===== src/rtl/alu_seq_ctrl.sv =====
// alu_seq_ctrl: multi-cycle RV32I control sequencer for the ALU/regfile/RAM datapath.
// The sequence is IDLE -> DECODE -> EXECUTE -> [MEM -> [MEM2]] -> [WB] -> IDLE.
// Optional feature macro: ALU_SEQ_CTRL_LOAD_WAIT_EN adds the MEM2 state, which gives
// loads an extra cycle for a registered RAM read.
// fsm_state exposes the current state encoding so it can be observed.
module alu_seq_ctrl #(
    parameter int Data_Width            = 32,
    parameter int Address_Width_RegFile = 5
) (
    input  logic                             clk,
    input  logic                             rst,
    input  logic [Data_Width-1:0]            instr,
    input  logic                             instr_valid,
    output logic                             instr_ready,
    input  logic                             eq,
    output logic [Address_Width_RegFile-1:0] rs1,
    output logic [Address_Width_RegFile-1:0] rs2,
    output logic [Address_Width_RegFile-1:0] rd,
    output logic [Data_Width-1:0]            ImmOp,
    output logic                             regFileWen,
    output logic                             ALUSrc,
    output logic [3:0]                       ALU_ctrl,
    output logic                             MemWrite,
    output logic [1:0]                       dataType,
    output logic                             SrcSel,
    output logic                             JumpSel,
    output logic                             pc_en,
    output logic [1:0]                       pc_src,
    output logic                             illegal,
    output logic [2:0]                       fsm_state
);

    // Handshake: an instruction transfers on a rising edge where instr_valid && instr_ready.
    // instr_ready is high only in IDLE and never while rst is high. instr_valid may stay
    // high indefinitely, and the controller takes a new word only after it is back in IDLE.

`ifdef ALU_SEQ_CTRL_LOAD_WAIT_EN
    typedef enum logic [2:0] {
        S_IDLE = 3'd0, S_DECODE = 3'd1, S_EXECUTE = 3'd2, S_MEM = 3'd3, S_MEM2 = 3'd4, S_WB = 3'd5
    } state_t;
`else
    typedef enum logic [2:0] {
        S_IDLE = 3'd0, S_DECODE = 3'd1, S_EXECUTE = 3'd2, S_MEM = 3'd3, S_WB = 3'd5
    } state_t;
`endif

    localparam logic [3:0] OP_ADD  = 4'b0000;
    localparam logic [3:0] OP_SUB  = 4'b0001;
    localparam logic [3:0] OP_AND  = 4'b0010;
    localparam logic [3:0] OP_OR   = 4'b0011;
    localparam logic [3:0] OP_XOR  = 4'b0100;
    localparam logic [3:0] OP_SLL  = 4'b0101;
    localparam logic [3:0] OP_SRL  = 4'b0110;
    localparam logic [3:0] OP_SRA  = 4'b0111;
    localparam logic [3:0] OP_SLT  = 4'b1000;
    localparam logic [3:0] OP_SLTU = 4'b1001;
    localparam logic [3:0] OP_PASS = 4'b1010;

    state_t      state, state_nx;
    logic [31:0] ir;
    logic [Data_Width-1:0] imm_q;

    logic [6:0]  opcode;
    logic [2:0]  funct3;
    logic [6:0]  funct7;
    logic        legal, is_load, is_store, is_branch, is_bne, is_jal, is_jalr, is_byte;
    logic        dec_alu_src;
    logic [3:0]  dec_alu_op;
    logic [31:0] imm32;

    assign opcode    = ir[6:0];
    assign funct3    = ir[14:12];
    assign funct7    = ir[31:25];
    assign rs1       = ir[19:15];
    assign rs2       = ir[24:20];
    assign rd        = ir[11:7];
    assign ImmOp     = imm_q;
    assign fsm_state = state;

    // Decode of the held IR. The IR is stable for the whole instruction, so the outputs
    // derived from it stay Moore-style.
    always_comb begin
        legal       = 1'b0;
        is_load     = 1'b0;
        is_store    = 1'b0;
        is_branch   = 1'b0;
        is_bne      = 1'b0;
        is_jal      = 1'b0;
        is_jalr     = 1'b0;
        is_byte     = 1'b0;
        dec_alu_src = 1'b0;
        dec_alu_op  = OP_ADD;
        imm32       = 32'd0;
        case (opcode)
            7'b0110011: begin
                if (funct7 == 7'b0000000) begin
                    legal = 1'b1;
                    case (funct3)
                        3'b000:  dec_alu_op = OP_ADD;
                        3'b001:  dec_alu_op = OP_SLL;
                        3'b010:  dec_alu_op = OP_SLT;
                        3'b011:  dec_alu_op = OP_SLTU;
                        3'b100:  dec_alu_op = OP_XOR;
                        3'b101:  dec_alu_op = OP_SRL;
                        3'b110:  dec_alu_op = OP_OR;
                        default: dec_alu_op = OP_AND;
                    endcase
                end else if (funct7 == 7'b0100000 && funct3 == 3'b000) begin
                    legal      = 1'b1;
                    dec_alu_op = OP_SUB;
                end else if (funct7 == 7'b0100000 && funct3 == 3'b101) begin
                    legal      = 1'b1;
                    dec_alu_op = OP_SRA;
                end
            end
            7'b0010011: begin
                dec_alu_src = 1'b1;
                imm32       = {{20{ir[31]}}, ir[31:20]};
                legal       = 1'b1;
                case (funct3)
                    3'b000: dec_alu_op = OP_ADD;
                    3'b010: dec_alu_op = OP_SLT;
                    3'b011: dec_alu_op = OP_SLTU;
                    3'b100: dec_alu_op = OP_XOR;
                    3'b110: dec_alu_op = OP_OR;
                    3'b111: dec_alu_op = OP_AND;
                    3'b001: begin
                        imm32      = {27'd0, ir[24:20]};
                        dec_alu_op = OP_SLL;
                        legal      = (funct7 == 7'b0000000);
                    end
                    default: begin
                        imm32      = {27'd0, ir[24:20]};
                        dec_alu_op = (funct7 == 7'b0100000) ? OP_SRA : OP_SRL;
                        legal      = (funct7 == 7'b0000000) || (funct7 == 7'b0100000);
                    end
                endcase
            end
            7'b0110111: begin
                legal       = 1'b1;
                dec_alu_src = 1'b1;
                dec_alu_op  = OP_PASS;
                imm32       = {ir[31:12], 12'd0};
            end
            7'b1101111: begin
                legal       = 1'b1;
                is_jal      = 1'b1;
                dec_alu_src = 1'b1;
                imm32       = {{11{ir[31]}}, ir[31], ir[19:12], ir[20], ir[30:21], 1'b0};
            end
            7'b1100111: begin
                legal       = (funct3 == 3'b000);
                is_jalr     = 1'b1;
                dec_alu_src = 1'b1;
                imm32       = {{20{ir[31]}}, ir[31:20]};
            end
            7'b0000011: begin
                legal       = (funct3 == 3'b010) || (funct3 == 3'b100);
                is_load     = 1'b1;
                is_byte     = (funct3 == 3'b100);
                dec_alu_src = 1'b1;
                imm32       = {{20{ir[31]}}, ir[31:20]};
            end
            7'b0100011: begin
                legal       = (funct3 == 3'b010) || (funct3 == 3'b000);
                is_store    = 1'b1;
                is_byte     = (funct3 == 3'b000);
                dec_alu_src = 1'b1;
                imm32       = {{20{ir[31]}}, ir[31:25], ir[11:7]};
            end
            7'b1100011: begin
                legal      = (funct3 == 3'b000) || (funct3 == 3'b001);
                is_branch  = 1'b1;
                is_bne     = (funct3 == 3'b001);
                dec_alu_op = OP_SUB;
                imm32      = {{19{ir[31]}}, ir[31], ir[7], ir[30:25], ir[11:8], 1'b0};
            end
            default: legal = 1'b0;
        endcase
    end

    // State, instruction register and immediate register.
    always_ff @(posedge clk) begin
        if (rst) begin
            state <= S_IDLE;
            ir    <= 32'd0;
            imm_q <= '0;
        end else begin
            state <= state_nx;
            if (state == S_IDLE && instr_valid)
                ir <= instr[31:0];
            if (state == S_DECODE)
                imm_q <= Data_Width'(signed'(imm32));
        end
    end

    // Next-state and control outputs. The strobes are forced low while rst is high, so
    // an abandoned instruction never writes anything.
    always_comb begin
        state_nx    = state;
        instr_ready = 1'b0;
        regFileWen  = 1'b0;
        ALUSrc      = 1'b0;
        ALU_ctrl    = OP_ADD;
        MemWrite    = 1'b0;
        dataType    = 2'b00;
        SrcSel      = 1'b0;
        JumpSel     = 1'b0;
        pc_en       = 1'b0;
        pc_src      = 2'b00;
        illegal     = 1'b0;
        case (state)
            S_IDLE: begin
                instr_ready = 1'b1;
                if (instr_valid) state_nx = S_DECODE;
            end
            S_DECODE: begin
                illegal  = !legal;
                state_nx = legal ? S_EXECUTE : S_IDLE;
            end
            S_EXECUTE: begin
                ALUSrc   = dec_alu_src;
                ALU_ctrl = dec_alu_op;
                if (is_branch) begin
                    pc_en    = 1'b1;
                    pc_src   = (is_bne ? !eq : eq) ? 2'b01 : 2'b00;
                    state_nx = S_IDLE;
                end else if (is_load || is_store) begin
                    state_nx = S_MEM;
                end else begin
                    state_nx = S_WB;
                end
            end
            S_MEM: begin
                ALUSrc   = dec_alu_src;
                ALU_ctrl = dec_alu_op;
                dataType = {1'b0, is_byte};
                if (is_store) begin
                    MemWrite = 1'b1;
                    pc_en    = 1'b1;
                    state_nx = S_IDLE;
                end else begin
`ifdef ALU_SEQ_CTRL_LOAD_WAIT_EN
                    state_nx = S_MEM2;
`else
                    state_nx = S_WB;
`endif
                end
            end
`ifdef ALU_SEQ_CTRL_LOAD_WAIT_EN
            S_MEM2: begin
                ALUSrc   = dec_alu_src;
                ALU_ctrl = dec_alu_op;
                dataType = {1'b0, is_byte};
                state_nx = S_WB;
            end
`endif
            S_WB: begin
                ALUSrc     = dec_alu_src;
                ALU_ctrl   = dec_alu_op;
                dataType   = {1'b0, is_byte};
                regFileWen = (rd != '0);
                SrcSel     = is_load;
                JumpSel    = is_jal || is_jalr;
                pc_en      = 1'b1;
                pc_src     = is_jal ? 2'b01 : (is_jalr ? 2'b10 : 2'b00);
                state_nx   = S_IDLE;
            end
            default: state_nx = S_IDLE;
        endcase
        if (rst) begin
            instr_ready = 1'b0;
            regFileWen  = 1'b0;
            MemWrite    = 1'b0;
            pc_en       = 1'b0;
            illegal     = 1'b0;
        end
    end

endmodule


===== config.mk =====
export PLATFORM = sky130hd
export DESIGN_NAME = alu_seq_ctrl
export DESIGN_NICKNAME = d
export VERILOG_FILES = /design/src/rtl/alu_seq_ctrl.sv
export SDC_FILE = /design/constraint.sdc
export NUM_CORES = 1
export LEC_CHECK = 0
export CORE_UTILIZATION = 35
export CTS_CLUSTER_DIAMETER = 80
export CTS_CLUSTER_SIZE = 16
export DETAILED_ROUTE_END_ITERATION = 8
export PLACE_DENSITY = 0.65
export SLEW_MARGIN = 15
export SYNTH_ARGS = -nofsm -noshare
export SYNTH_HDL_FRONTEND = slang
export SYNTH_SLANG_ARGS = --single-unit

===== constraint.sdc =====
create_clock -name clk -period 1.8 [get_ports clk]
set_input_delay 0.36 -clock clk [delete_from_list [all_inputs] [get_ports clk]]
set_output_delay 0.36 -clock clk [all_outputs]
set_load 0.01 [all_outputs]

After elaboration in Yosys (flattened, before gate mapping) --
Cells that the tools add are included.
Cells by class: reduce and logical (&&, ||, !) cells 21, equal/unequal tests 21, muxes and demuxes 51
Operators with widths (count):
- 32-bit one-hot mux with 6 select lines | 1
- 4-bit one-hot mux with 7 select lines | 2
- 32-bit two-way mux | 1
- 1-bit two-way mux | 29
- 7-bit by 6-bit == test with 1-bit output (second input constant) | 4
- 7-bit == test (second input constant) | 3
- 3-bit two-way mux | 6
- 4-bit one-hot mux with 4 select lines | 1
- 3-bit == test (second input constant) | 5
- 3-bit by 2-bit == test with 1-bit output (second input constant) | 4
- 3-bit one-hot mux with 4 select lines | 1
- 6-bit OR reduction | 2
- 4-bit two-way mux | 2
- 7-bit by 2-bit == test with 1-bit output (second input constant) | 1
- 7-bit by 5-bit == test with 1-bit output (second input constant) | 1
- 7-bit zero test | 1
- 1-bit one-hot mux with 7 select lines | 1
- 3-bit by 1-bit == test with 1-bit output (second input constant) | 2
- 3-bit zero test | 2
- 1-bit logical OR | 6
- 2-bit two-way mux | 3
- 2-bit OR reduction | 3
- 5-bit nonzero test | 1
- 1-bit one-hot mux with 2 select lines | 2
- 6 further kinds | 9
Storage, ports and cells: logic and storage cells 96, register bits 67

Logic depth before layout (Yosys ltp) --
word-level depth 9, gate-level depth with buffers 8, depth with buffers taken out 6

Worst setup path after synthesis --
No wires, ideal clock.
path type reg2out, start register state[0] (netlist: fsm_state[0]), end output ALU_ctrl[2], data arrival time 1.770 ns, setup slack -0.330 ns, stages on the path, launching flop included 6, path through dfxtp_1 -> clkbuf_1 -> nand3b_1 -> inv_1 -> nor2_1 -> a2111oi_0
On the way: word-level cells in the longest chain between the ends 3, elaborated cells between the ends (all ways) 5, classes of those cells 3 x eq/ne; 1 x mux; 1 x reduce/logical
RTL lines:
- from (decl) | RTL line 59 | state_t state, state_nx;
- from (signal assigned) | RTL line 189 | state <= state_nx;
- 3-bit by 2-bit == test with 1-bit output / 3-bit == test (equally long branches) | RTL line 212 | case (state)
- 3-bit OR reduction (no line) *
- 4-bit two-way mux * | RTL line 212
- to (decl) | RTL line 22 | output logic [3:0] ALU_ctrl,
Mark *: on every way between the ends. The rest lies on a longest branch, timed or not.

Worst setup path after layout --
start register ir[31], end output ALU_ctrl[1]
On the way: word-level cells in the longest chain between the ends 7, elaborated cells between the ends (all ways) 9, classes of those cells 1 x eq/ne; 5 x mux; 3 x reduce/logical
RTL lines:
- from (decl) | RTL line 60 | logic [31:0] ir;
- from (signal assigned) | RTL line 191 | ir <= instr[31:0];
- 7-bit by 6-bit == test with 1-bit output | RTL line 108, 111
- 1-bit logical AND | RTL line 111 | end else if (funct7 == 7'b0100000 && funct3 == 3'b101) begin
- 3-bit two-way mux | RTL line 111
- 3-bit two-way mux | RTL line 108 | end else if (funct7 == 7'b0100000 && funct3 == 3'b000) begin
- 4-bit two-way mux * | RTL line 96 | if (funct7 == 7'b0000000) begin
- 4-bit one-hot mux with 4 select lines * | RTL line 94 | case (opcode)
- 4-bit two-way mux * | RTL line 212
Marked as above.

==> flow_metrics.tcl <==
set metrics [dict create \
    gp_congestion 0.919 \
    grt-ovfl-total 0 \
    area_growth_pct 65.4 \
    avgRoutedWirePerCell_um 16.3 \
    cts_tree "done" \
    synth_seq_area_share_pct 40.9 \
    timing.hold.ws_ps 454 \
    chipHeight_um 98.7 \
    vias_per_cell 5.24 \
    first_pass_iters 4 \
    status "finished with violations" \
    cp.arrival_ps 1960 \
    hp-class "reg2reg" \
    start_kind "flop" \
    violations "setup timing" \
    grt.total_usage_pct 22.7 \
    synth_cell_type_count 53 \
    finalSetupViolCount 11 \
    r2r.worst_path.cells 9 \
    num_vias 3602 \
    grt_pass1_vias 3459 \
    tns_ps -3290 \
    die_width_um 98.7 \
    syn_nets 444 \
    cts.clk_slew.worst_paths_ps 80 \
    cts_hold_buf 0 \
    crit_end "ALU_ctrl[1]" \
    yosys_warnings 0 \
    crit_required_ps 1440 \
    yosysMostFrequentCell "nand2_1" \
    wl_mm 11.2 \
    port-buffer-count 100 \
    drc_errors 0 \
    grt_pass1_wl_mm 17.2 \
    min_period_ps 2320 \
    hold_viol_final 0 \
    fin_nets 610 \
    synth_commonest_cells "nand2_1, dfxtp_1, a21oi_1" \
    netlist_top_cells_area "dfxtp_1, nand2_1, a21oi_1, buf_4, o21ai_0" \
    power_density_nw_per_um2 646 \
    critPathLaunch "ir[31]" \
    leakage_nw 2.15 \
    drt_first_iter_violations 187 \
    initial_core_util_pct 36.8 \
    netlist_instances 408 \
    clk_latency_ps 350 \
    dieArea_um2 9750 \
    ant_nets 0 \
    synth-main-ff-cell "dfxtp_1" \
    rsz0062_at_grt "true" \
    rrSetupSlack_ps 60 \
    std_cell_rows 34 \
    reg2reg_to "ImmOp[6]" \
    drive_gt1_share_pct 36.3 \
    yosysTopAreaCellShare_pct 40.9 \
    drv_cap 0 \
    finalCritPeriodShare_pct 129 \
    irDropWorstVdd_mv 0.412 \
    worstPathMaxFanout 3 \
    root_buffer "clkbuf_8" \
    async_flop_share_pct 0 \
    synth_top_area_cell "dfxtp_1" \
    clockBufferDepth 2 \
    report.final.slew_viol_count 0 \
    ios 102 \
    antennaDiodeCount 0 \
    fin_worst_skew_ps 12.2 \
    synth_area_per_cell_um2 8.03 \
    cp-end-kind "output port" \
    max_freq_ghz 0.431 \
    dp.final_hpwl_mm 7.89 \
    worstSetupPathType "reg2out" \
    dp_cells 653 \
    synth_edf_count 0 \
    cts_sinks 67 \
    fin_ws_ps -522 \
    core_um2 8890 \
    grt_max_degree 33 \
    final_cells 687 \
    htree_levels 3 \
    antenna_found_initial 0 \
    synth.ff_latch_count 67 \
    cts_buffers 9 \
    synth_area_um2 3280 \
    r2r_start "fsm_state[1]" \
    preCtsSetupSlack_ps -637 \
]
## layout make-up
cell class,count,area (µm²)
sequential,67,1380
inverter,4,15.0
tap,108,135
timing repair buffer,203,1810
multi-input combinational,289,1880
clock buffer,10,138
fill,795,3470
clock inverter,6,63.8
## layer usage
| metal | share of wire, % | vias up | wire (µm) | GRT usage [%] |
|---|---|---|---|---|
| met5 | 0 | - | 0 | 0 |
| met4 | 2.6 | 0 | 289 | 8.96 |
| met3 | 4.9 | 29 | 553 | 4.68 |
| met2 | 48 | 111 | 5420 | 38.7 |
| met1 | 44 | 1712 | 4930 | 28.0 |
| li1 | - | 1750 | - | - |
## where the power goes
part	leakage, nW	internal [mW]	switching [mW]
Clock	0.0987	0.677	0.617
Sequential	0.553	1.52	0.0472
Combinational	1.50	0.329	0.308
## registers in the layout, summed over array words and instances, names as in the netlist
signal and flops:
fsm_state 3, ir 32, ImmOp 32
## worst max-delay path, cell delays in order (launching register included)
cell and delay (ps):
dfxtp_2 340, nor4_4 330, nand2_2 120, a21o_1 190
a2111o_1 390, a21oi_2 120, buf_2 130
## how the worst min path moves through the flow
stage / start / slack (ps) / depth (start not counted) / endpoint
final: ImmOp[3] / 450 / 2 / ImmOp[3]
after floorplan: ir[15] / 450 / 2 / ir[15]
after CTS: ImmOp[3] / 460 / 2 / ImmOp[3]
after detailed placement: ImmOp[14] / 440 / 2 / ImmOp[14]
after global routing: ImmOp[18] / 490 / 2 / ImmOp[18]
after global placement: ImmOp[2] / 440 / 2 / ImmOp[2]
## through the flow
step	area [µm²]	power, mW	utilization (%)
finish	5420	3.50	60.9
floorplan	3300	1.88	-
global placement	4780	2.14	53.7
global route	5420	3.64	60.9
CTS	5260	3.48	59.2
detailed placement	4780	2.15	53.7
## cells by family (layout without fill, tap and decap cells)
| family | after synthesis | after routing | share of synthesized area [%] |
|---|---|---|---|
| AOI/OAI and AO/OA | 115 | 115 | 22.3 |
| xor gates and xnor gates | 6 | 6 | 1.60 |
| buffers and inverters | 52 | 223 | 10.6 |
| DFF | 67 | 67 | 40.9 |
| muxes | 2 | 2 | 0.611 |
| other | 1 | 1 | 0.114 |
| and+or+nand+nor | 165 | 165 | 23.9 |
## repair_timing
item                       in CTS  in global routing
setup endpoints to repair      48                 47
gates cloned                    0                  2
gates resized for setup       133                 48
setup buffers                  15                  9
pin swaps                      23                 13
## placed cells by master, fill, tap and decap left out, types with 3 or more instances in the layout
cell             count
nor2_1               9
o21ai_0             14
nor3_4               5
buf_6               18
a21oi_1             47
clkdlybuf4s50_1     83
o21ai_2              3
buf_2               12
nor3_1               4
a22oi_1              3
a31oi_1              4
a21oi_2              5
nand2_1             93
nand2_2              5
nor3_2               5
clkbuf_8            10
a221o_1             11
nand4_1              3
inv_1                3
dfxtp_4              7
buf_4               84
o21ai_1              6
dfxtp_1             52
nor2_2               3
nor2_4               5
a22o_1               6
dfxtp_2              8
nand3_1              4
No activity file was read; power rests on OpenSTA's default activity.
